**src/rtl/stdout_uart_tx.sv**
```systemverilog
// stdout_uart_tx
//   Consumer of the core's output-byte strobe. Each strobed byte is pushed
//   into a small FIFO and sent out on tx as 8N1 UART. The core cannot be
//   stalled, so a byte that arrives with no FIFO space is dropped and the
//   sticky overflow flag is raised.
//
// Ports
//   clk         clock, all logic on posedge
//   reset       synchronous reset, active-high
//   stdout      byte from core, valid while stdout_en=1
//   stdout_en   write strobe, one byte per high cycle
//   tx          UART serial line, idle high
//   busy        frame in progress or FIFO non-empty
//   fifo_count  bytes buffered (0..2**FIFO_AW)
//   overflow    sticky drop flag, cleared only by reset
//   tx_done     one-cycle pulse after the last stop-bit cycle
//
// state | meaning
// IDLE  | line high, waiting for a buffered byte
// START | start bit (low) for CLKS_PER_BIT cycles
// DATA  | eight data bits, LSB first
// STOP  | stop bit (high); back-to-back frames reload from here

module stdout_uart_tx #(
  parameter int CLKS_PER_BIT = 16,
  parameter int FIFO_AW      = 4
) (
  input  logic               clk,
  input  logic               reset,
  input  logic [7:0]         stdout,
  input  logic               stdout_en,
  output logic               tx,
  output logic               busy,
  output logic [FIFO_AW:0]   fifo_count,
  output logic               overflow,
  output logic               tx_done
);

  localparam int DEPTH = 2 ** FIFO_AW;
  localparam int CW    = (CLKS_PER_BIT > 2) ? $clog2(CLKS_PER_BIT) : 1;
  localparam logic [CW-1:0]    BAUD_LAST = CW'(CLKS_PER_BIT - 1);
  localparam logic [FIFO_AW:0] FULL      = (FIFO_AW + 1)'(DEPTH);

  typedef enum logic [1:0] {IDLE, START, DATA, STOP} state_e;

  logic [7:0]         mem_q [DEPTH];
  logic [FIFO_AW-1:0] wr_ptr_q, rd_ptr_q;
  logic [FIFO_AW:0]   count_q;
  logic               overflow_q;

  state_e             state_q, state_d;
  logic [CW-1:0]      baud_q, baud_d;
  logic [2:0]         bit_q, bit_d;
  logic [7:0]         shift_q, shift_d;
  logic               tx_q, tx_d;
  logic               done_q, done_d;

  logic baud_end, pop, push, drop;

  assign baud_end = (baud_q == BAUD_LAST);
  // A pop happens either from IDLE or on the last stop-bit cycle, which
  // lets the next frame start with no idle gap.
  assign pop  = (count_q != '0) &&
                ((state_q == IDLE) || ((state_q == STOP) && baud_end));
  // A full FIFO still accepts a byte when a pop frees a slot on the same edge.
  assign push = stdout_en && ((count_q != FULL) || pop);
  assign drop = stdout_en && !push;

  always_comb begin
    state_d = state_q;
    baud_d  = baud_q;
    bit_d   = bit_q;
    shift_d = shift_q;
    done_d  = 1'b0;
    case (state_q)
      IDLE: begin
        if (pop) begin
          shift_d = mem_q[rd_ptr_q];
          baud_d  = '0;
          state_d = START;
        end
      end
      START: begin
        if (baud_end) begin
          baud_d  = '0;
          bit_d   = '0;
          state_d = DATA;
        end else begin
          baud_d = baud_q + CW'(1);
        end
      end
      DATA: begin
        if (baud_end) begin
          baud_d = '0;
          if (bit_q == 3'd7) begin
            state_d = STOP;
          end else begin
            shift_d = shift_q >> 1;
            bit_d   = bit_q + 3'd1;
          end
        end else begin
          baud_d = baud_q + CW'(1);
        end
      end
      STOP: begin
        if (baud_end) begin
          baud_d = '0;
          done_d = 1'b1;
          if (pop) begin
            shift_d = mem_q[rd_ptr_q];
            state_d = START;
          end else begin
            state_d = IDLE;
          end
        end else begin
          baud_d = baud_q + CW'(1);
        end
      end
      default: state_d = IDLE;
    endcase
  end

  // tx is registered from the upcoming state so it changes on the same edge
  // as the state it belongs to.
  always_comb begin
    tx_d = 1'b1;
    if (state_d == START) begin
      tx_d = 1'b0;
    end else if (state_d == DATA) begin
      tx_d = shift_d[0];
    end
  end

  always_ff @(posedge clk) begin
    if (push) begin
      mem_q[wr_ptr_q] <= stdout;
    end
  end

  always_ff @(posedge clk) begin
    if (reset) begin
      wr_ptr_q   <= '0;
      rd_ptr_q   <= '0;
      count_q    <= '0;
      overflow_q <= 1'b0;
    end else begin
      if (push) wr_ptr_q <= wr_ptr_q + FIFO_AW'(1);
      if (pop)  rd_ptr_q <= rd_ptr_q + FIFO_AW'(1);
      case ({push, pop})
        2'b10:   count_q <= count_q + (FIFO_AW + 1)'(1);
        2'b01:   count_q <= count_q - (FIFO_AW + 1)'(1);
        default: count_q <= count_q;
      endcase
      if (drop) overflow_q <= 1'b1;
    end
  end

  always_ff @(posedge clk) begin
    if (reset) begin
      state_q <= IDLE;
      baud_q  <= '0;
      bit_q   <= '0;
      shift_q <= '0;
      tx_q    <= 1'b1;
      done_q  <= 1'b0;
    end else begin
      state_q <= state_d;
      baud_q  <= baud_d;
      bit_q   <= bit_d;
      shift_q <= shift_d;
      tx_q    <= tx_d;
      done_q  <= done_d;
    end
  end

  assign tx         = tx_q;
  assign tx_done    = done_q;
  assign overflow   = overflow_q;
  assign fifo_count = count_q;
  assign busy       = (state_q != IDLE) || (count_q != '0);

endmodule

```
**config.mk**
```make
export PLATFORM = sky130hd
export DESIGN_NAME = stdout_uart_tx
export DESIGN_NICKNAME = d
export VERILOG_FILES = /design/src/rtl/stdout_uart_tx.sv
export SDC_FILE = /design/constraint.sdc
export NUM_CORES = 1
export LEC_CHECK = 0
export ABC_CLOCK_PERIOD_IN_PS = 3500
export BUFFER_PORTS_ARGS = -buffer_cell sky130_fd_sc_hd__buf_2
export CORE_ASPECT_RATIO = 1.2
export CORE_MARGIN = 2
export CORE_UTILIZATION = 50
export DETAILED_ROUTE_END_ITERATION = 12
export HOLD_SLACK_MARGIN = 0.05
export PLACE_DENSITY_LB_ADDON = 0.15
export SYNTH_ARGS = -nofsm -noshare
export SYNTH_HDL_FRONTEND = slang
export SYNTH_SLANG_ARGS = --single-unit
```
**constraint.sdc**
```tcl
create_clock -name clk -period 3.5 [get_ports clk]
set_input_delay 0.525 -clock clk [delete_from_list [all_inputs] [get_ports clk]]
set_output_delay 0.525 -clock clk [all_outputs]
set_load 0.01 [all_outputs]
```
== Yosys cells after proc, flatten, opt, wreduce, memory -nomap -nowiden ==
Memory sizes are Yosys's and may differ from the RTL's. A register that Yosys moved wholly into a read port is not among the register bits.
Index checks and enable logic that the tools add are counted.

* Output and inout port bits: 9
* Flip-flop bits (word level): 33
* Memory bits (writable): 128
* Input port bits: 11
* Logic and storage cells: 79
* Memories kept: 1

{| class="wikitable"
|+ Memories
! name !! words !! width !! read ports !! clocked after Yosys merged registers in !! write ports !! RTL line !! text
|-
| mem_q || 16 || 8 || 1 || 1 || 1 || 46 || <nowiki>logic [7:0] mem_q [DEPTH];</nowiki>
|}

* Muxes and demuxes: 27
* Bitwise operators: 1
* Reductions and logical operators: 18
* Eq/ne operators: 15
* Add/subtract/negate cells: 6

{| class="wikitable"
|+ Operator list
! cell !! count
|-
| $mux W8 || 4
|-
| $pmux W8 S3 || 1
|-
| $mux W4 || 4
|-
| $add A4 B1 Y4 const B || 3
|-
| $mux W2 || 5
|-
| $ne A2 B2 Y1 const B || 5
|-
| $pmux W5 S2 || 1
|-
| $mux W3 || 3
|-
| $eq A2 B2 Y1 const B || 4
|-
| $pmux W2 S4 || 1
|-
| $pmux W4 S2 || 1
|-
| $reduce_and A4 Y1 || 2
|-
| $eq A2 B1 Y1 const B || 3
|-
| $mux W1 || 6
|-
| $pmux W3 S2 || 1
|-
| $reduce_bool A2 Y1 || 3
|-
| $add A5 B1 Y5 const B || 1
|-
| $ne A5 B5 Y1 const B || 1
|-
| $reduce_bool A5 Y1 || 1
|-
| $sub A5 B1 Y5 const B || 1
|-
| $eq A4 B4 Y1 const B || 1
|-
| $logic_and A1 B1 Y1 || 4
|-
| $add A3 B1 Y3 const B || 1
|-
| $eq A3 B3 Y1 const B || 1
|-
| 7 further kinds || 9
|}

== Logic depth before layout (Yosys ltp) ==
* Word-level depth: 10
* Mapped depth: 11
* Gate-level depth less buffers: 11

== Least setup slack after synthesis ==
No wires, ideal clock.

* Path kind: register to register
* Start: reg baud_q[0]
* End: reg count_q[4], in the netlist fifo_count[4]
* Required time: 3.367 ns
* Clock period less this slack: 2.674 ns
* Data arrival time: 2.542 ns
* Path buffers: 0
* Setup time: 0.133 ns
* Cell stages (with the launch flop): 12
* Path slack: 0.826 ns
* Path through: dfxtp_1 ha_1 nand3_1 o21ai_2 nand3_2 inv_2 ha_1 nor2b_1 o21a_1 or3_1 o221ai_1 a31oi_1

* Word-level cells in the longest chain between the ends: 8
* Elaborated cells on any way between the ends: 10
* Classes of those cells: eq/ne (3); mux (1); reduce/logical (6)

{| class="wikitable"
|+ Ends and longest elaborated chain
! element !! RTL line !! text
|-
| start: declaration || 52 || <nowiki>logic [CW-1:0] baud_q, baud_d;</nowiki>
|-
| start signal: assignment || 168 || <nowiki>baud_q <= baud_d;</nowiki>
|-
| $eq A4 B4 Y1 * || 60 || <nowiki>assign baud_end = (baud_q == BAUD_LAST);</nowiki>
|-
| $logic_and A1 B1 Y1 * || 64 || <nowiki>((state_q == IDLE) || ((state_q == STOP) && baud_end));</nowiki>
|-
| $logic_or A1 B1 Y1 * || 64 ||
|-
| $logic_and A1 B1 Y1 * || 63 || <nowiki>assign pop = (count_q != '0) &&</nowiki>
|-
| $logic_or A1 B1 Y1 || 66 || <nowiki>assign push = stdout_en && ((count_q != FULL) || pop);</nowiki>
|-
| $logic_and A1 B1 Y1 || 66 ||
|-
| $eq A2 B1 Y1 / $eq A2 B2 Y1 (equally long branches) || 149 || <nowiki>case ({push, pop})</nowiki>
|-
| $pmux W5 S2 / $reduce_bool A2 Y1 (equally long branches) || - ||
|-
| end signal: assignment || 150 || <nowiki>2'b10: count_q <= count_q + (FIFO_AW + 1)'(1);</nowiki>
|-
| end signal: assignment || 151 || <nowiki>2'b01: count_q <= count_q - (FIFO_AW + 1)'(1);</nowiki>
|-
| end signal: assignment || 152 || <nowiki>default: count_q <= count_q;</nowiki>
|-
| end: declaration || 48 || <nowiki>logic [FIFO_AW:0] count_q;</nowiki>
|}

Every way passes the cells marked *; elsewhere a longest branch is shown, timed or not.
A chain may end at the register's enable or synchronous reset.

== Final worst setup path ==
* Start: reg baud_q[0]
* End: mem mem_q[5][4] (enable)

* Word-level cells in the longest chain between the ends: 8

{| class="wikitable"
|+ Ends and longest elaborated chain
! element !! RTL line !! text
|-
| $eq A4 B4 Y1 || 60 ||
|-
| $logic_and A1 B1 Y1 || 64 ||
|-
| $logic_or A1 B1 Y1 || 64 ||
|-
| $logic_and A1 B1 Y1 || 63 ||
|-
| $logic_or A1 B1 Y1 || 66 ||
|-
| $logic_and A1 B1 Y1 || 66 ||
|-
| $mux W1 || 135 || <nowiki>if (push) begin</nowiki>
|-
| $mux W1 (implied by the code) || 136 || <nowiki>mem_q[wr_ptr_q] <= stdout;</nowiki>
|-
| end: declaration || 46 ||
|}

No other way between the ends.

==> results.yml <==
logic_synthesis:
  synthFlopType: "edfxtp_1"
  synthesis.area_sq_mm: 0.006785
  syn-num-nets: 454
  yosysWarnings: 0
  yosysTopAreaCell: "edfxtp_1"
  yosysUniqueCellTypes: 59
  yosys.area.top_type_share: 0.5665
  synth_async_sr_flop_share: 0
  ys_seq_elements: 165
  syn_inst: 431
  seq_area_frac_synth: 0.6756
  synth_edf_count: 128
  syn_area_per_cell_sq_um: 15.74
  ys_top_cells_by_area: "edfxtp_1 (57%), dfxtp_1 (11%), mux4_2 (11%)"
layout:
  multi_input_area_sq_mm: 0.002071
  nNetsFinal: 482
  drive_above_1_share: 0.2161
  area_delta_synth_final_pct: 12.34
  seqCellArea_sq_mm: 0.004586
  n_antenna_cell: 0
  utilization: 0.5758
  fillers: 997
floorplan:
  core.rowCount: 46
  die_h_um: 131.6
  core_sq_mm: 0.01324
  start_util: 0.5126
  die_area_sq_mm: 0.01452
  ios: 20
  die_w_um: 110.3
critical_path:
  slowest_stage: "nor2_1"
  rrSetupSlack_ps: 650
  cp_num_buf_inv: 0
  crit_type: "flop to flop"
  critPathMaxFanout: 9
  critical_path.max_stage_delay_ps: 620
  startpoint_type: "flop"
  cpLargestDelayFamily: "simple AND/OR/NAND/NOR gates"
  r2r-start: "baud_q[0]"
  rr_endpoint: "mem_q[5][4]"
  arrival_ps: 2900
  rr_worst_depth: 6
  crit_chain: "ha_1 -> nand3_1 -> o21a_2 -> a31oi_2 -> nand2_1 -> nor2_1"
  end_kind: "flop"
  cp.required_ps: 3550
hold_path:
  worstHoldStart: "bit_q[2]"
  hold_class: "flop to flop"
  whs_path_depth: 2
  hold_end: "bit_q[2]"
grt:
  overflow: 0
  first_global_vias: 3824
  grt_use_total: 0.2101
  grt_max_degree: 36
  grt_pass1_wl_um: 21600
  antenna_found_initial: 0
drt:
  detail_route.wl_per_cell_um: 21.84
  drtIter0Drc: 436
  via_per_inst: 5.850
  drc: 0
  vias: 3744
  drt_first_pass_iters: 7
  routed_wl_um: 13980
  drtAntennaViolNets: 0
sta:
  fin_skew_ps: 8.790
  finalCriticalPeriod_ps: 2847
  setup_viol: 0
  fin_crit_sh: 0.8135
  grt_setup_unrepaired: "false"
  maxSlewViolCount: 0
  fmax_mhz: 351.2
  hold_viol: 0
  timing.final.ws_setup_ps: 652.8
  worst_pin_slew_ps: 811.3
  timing.hold.ws_ps: 465.0
  fin_tns_setup_ps: 0
  slew_headroom: 0.4571
cts:
  cts_max_level: 4
  root_buffer: "clkbuf_16"
  cts_max_path_buffers: 2
  cts_buffers: 17
  path_clk_slew_ps: 60
  cts_setup_buffers: 0
  cts_tree: "built"
  post_cts_resize_count: 0
  clock_latency_ps: 430
  ctsHoldBuffers: 0
  cts_sinks: 165
place:
  place_congestion: 0.8060
  hpwlAfterDp_um: 9425
  numPortBuffers: 19
  dp_worst_setup_slack_ps: 694.0
status:
  outcome: "complete, no violations"
power:
  ir_drop_uv: 377.0
  power.total_uw: 5692
  leakage_uw: 0.002531
  cellPowerDensity_mw_per_mm2: 746.7
run:
  drv_cap: 0
[synth_stat cells, drive strengths merged (2+ instances only)]
cell type,count
xnor2,5
a221oi,2
o21ai,10
nor2b,6
nand3,15
a21oi,14
clkbuf,11
a31oi,4
nor2,44
nor3,16
edfxtp,128
and3,2
xor2,3
o21a,2
buf,8
mux2i,4
nand2b,4
ha,11
inv,8
mux4,32
a22oi,8
a2111oi,2
a222oi,4
nand2,21
dfxtp,37
a22o,2
o2111ai,2
o211ai,4
mux2,2
[per-stage QoR]
stage               cells  instance area (sq um)
floorplan             431                   6785
global placement      608                   7072
detailed placement    608                   7072
CTS                   640                   7622
global route          640                   7622
finish                640                   7622
[report_power, final]
| part | internal, uW | switching [uW] |
|---|---|---|
| registers | 2250 | 163 |
| logic | 691 | 824 |
| clock network | 1040 | 719 |
| total | 3990 | 1710 |
[sequential cells by signal (all words and copies together), names as in the netlist, named ones only]
name / count
state_q: 2
shift_q: 8
rd_ptr_q: 4
tx_done: 1
tx: 1
overflow: 1
fifo_count: 5
bit_q: 3
mem_q: 128
baud_q: 4
wr_ptr_q: 4
[worst max path at each step]
stage	from	to	slack (ps)	cells past startpoint
after floorplan	baud_q[0]	fifo_count[4]	830	11
after global placement	baud_q[0]	mem_q[9][2]	750	6
after detailed placement	baud_q[0]	mem_q[5][5]	690	6
after CTS	baud_q[0]	mem_q[5][4]	650	6
after global routing	baud_q[0]	mem_q[5][5]	440	6
final	baud_q[0]	mem_q[5][4]	650	6
[cell usage in the layout, fill, tap and decap left out, drive strengths merged, types with 2 or more instances in the layout]
master / Yosys / layout
a221oi: 2 / 2
clkinvlp: 0 / 2
nor3: 16 / 16
mux4: 32 / 32
nand2: 21 / 21
edfxtp: 128 / 128
clkbuf: 11 / 22
o2111ai: 2 / 2
o211ai: 4 / 4
xor2: 3 / 3
inv: 8 / 9
and3: 2 / 2
a31oi: 4 / 4
o21a: 2 / 2
buf: 8 / 28
mux2: 2 / 2
nand3: 15 / 15
nor2b: 6 / 6
clkinv: 0 / 5
nand2b: 4 / 4
o21ai: 10 / 10
a2111oi: 2 / 2
a22oi: 8 / 8
a222oi: 4 / 4
ha: 11 / 11
dfxtp: 37 / 37
xnor2: 5 / 5
a22o: 2 / 2
mux2i: 4 / 4
a21oi: 14 / 14
nor2: 44 / 44
bufinv: 0 / 2
[worst register-to-register path, stage by stage (launching register included)]
cell     delay, ps
dfxtp_1        380
ha_1           220
nand3_1        300
o21a_2         360
a31oi_2        370
nand2_1        220
nor2_1         620
[cell families (layout without fill, tap and decap cells)]
| logic type | count (synthesis) | count (layout) | share of synthesized area |
|---|---|---|---|
| compound gates | 65 | 65 | 0.07100 |
| fa+ha+maj | 12 | 12 | 0.02323 |
| xor+xnor | 8 | 8 | 0.01033 |
| flops | 165 | 165 | 0.6756 |
| buf+inv | 27 | 68 | 0.01918 |
| simple gates | 116 | 116 | 0.08520 |
| mux | 38 | 38 | 0.1154 |
[layer usage]
layer | routed length (um) | GRT usage | vias up
li1 | - | - | 1740
met1 | 5967 | 0.2703 | 1873
met2 | 7046 | 0.3323 | 103
met3 | 568 | 0.05208 | 28
met4 | 394 | 0.09931 | 0
met5 | 0 | 0 | -
[layout make-up]
type / count / share of cell area
sequential: 165 / 0.6016
inverter: 8 / 0.003940
clock inverter: 10 / 0.01395
timing repair buffer: 28 / 0.02298
tap: 168 / 0.02758
clock buffer: 22 / 0.05827
multi-input combinational: 239 / 0.2717
No activity file was read; power rests on OpenSTA's default activity.
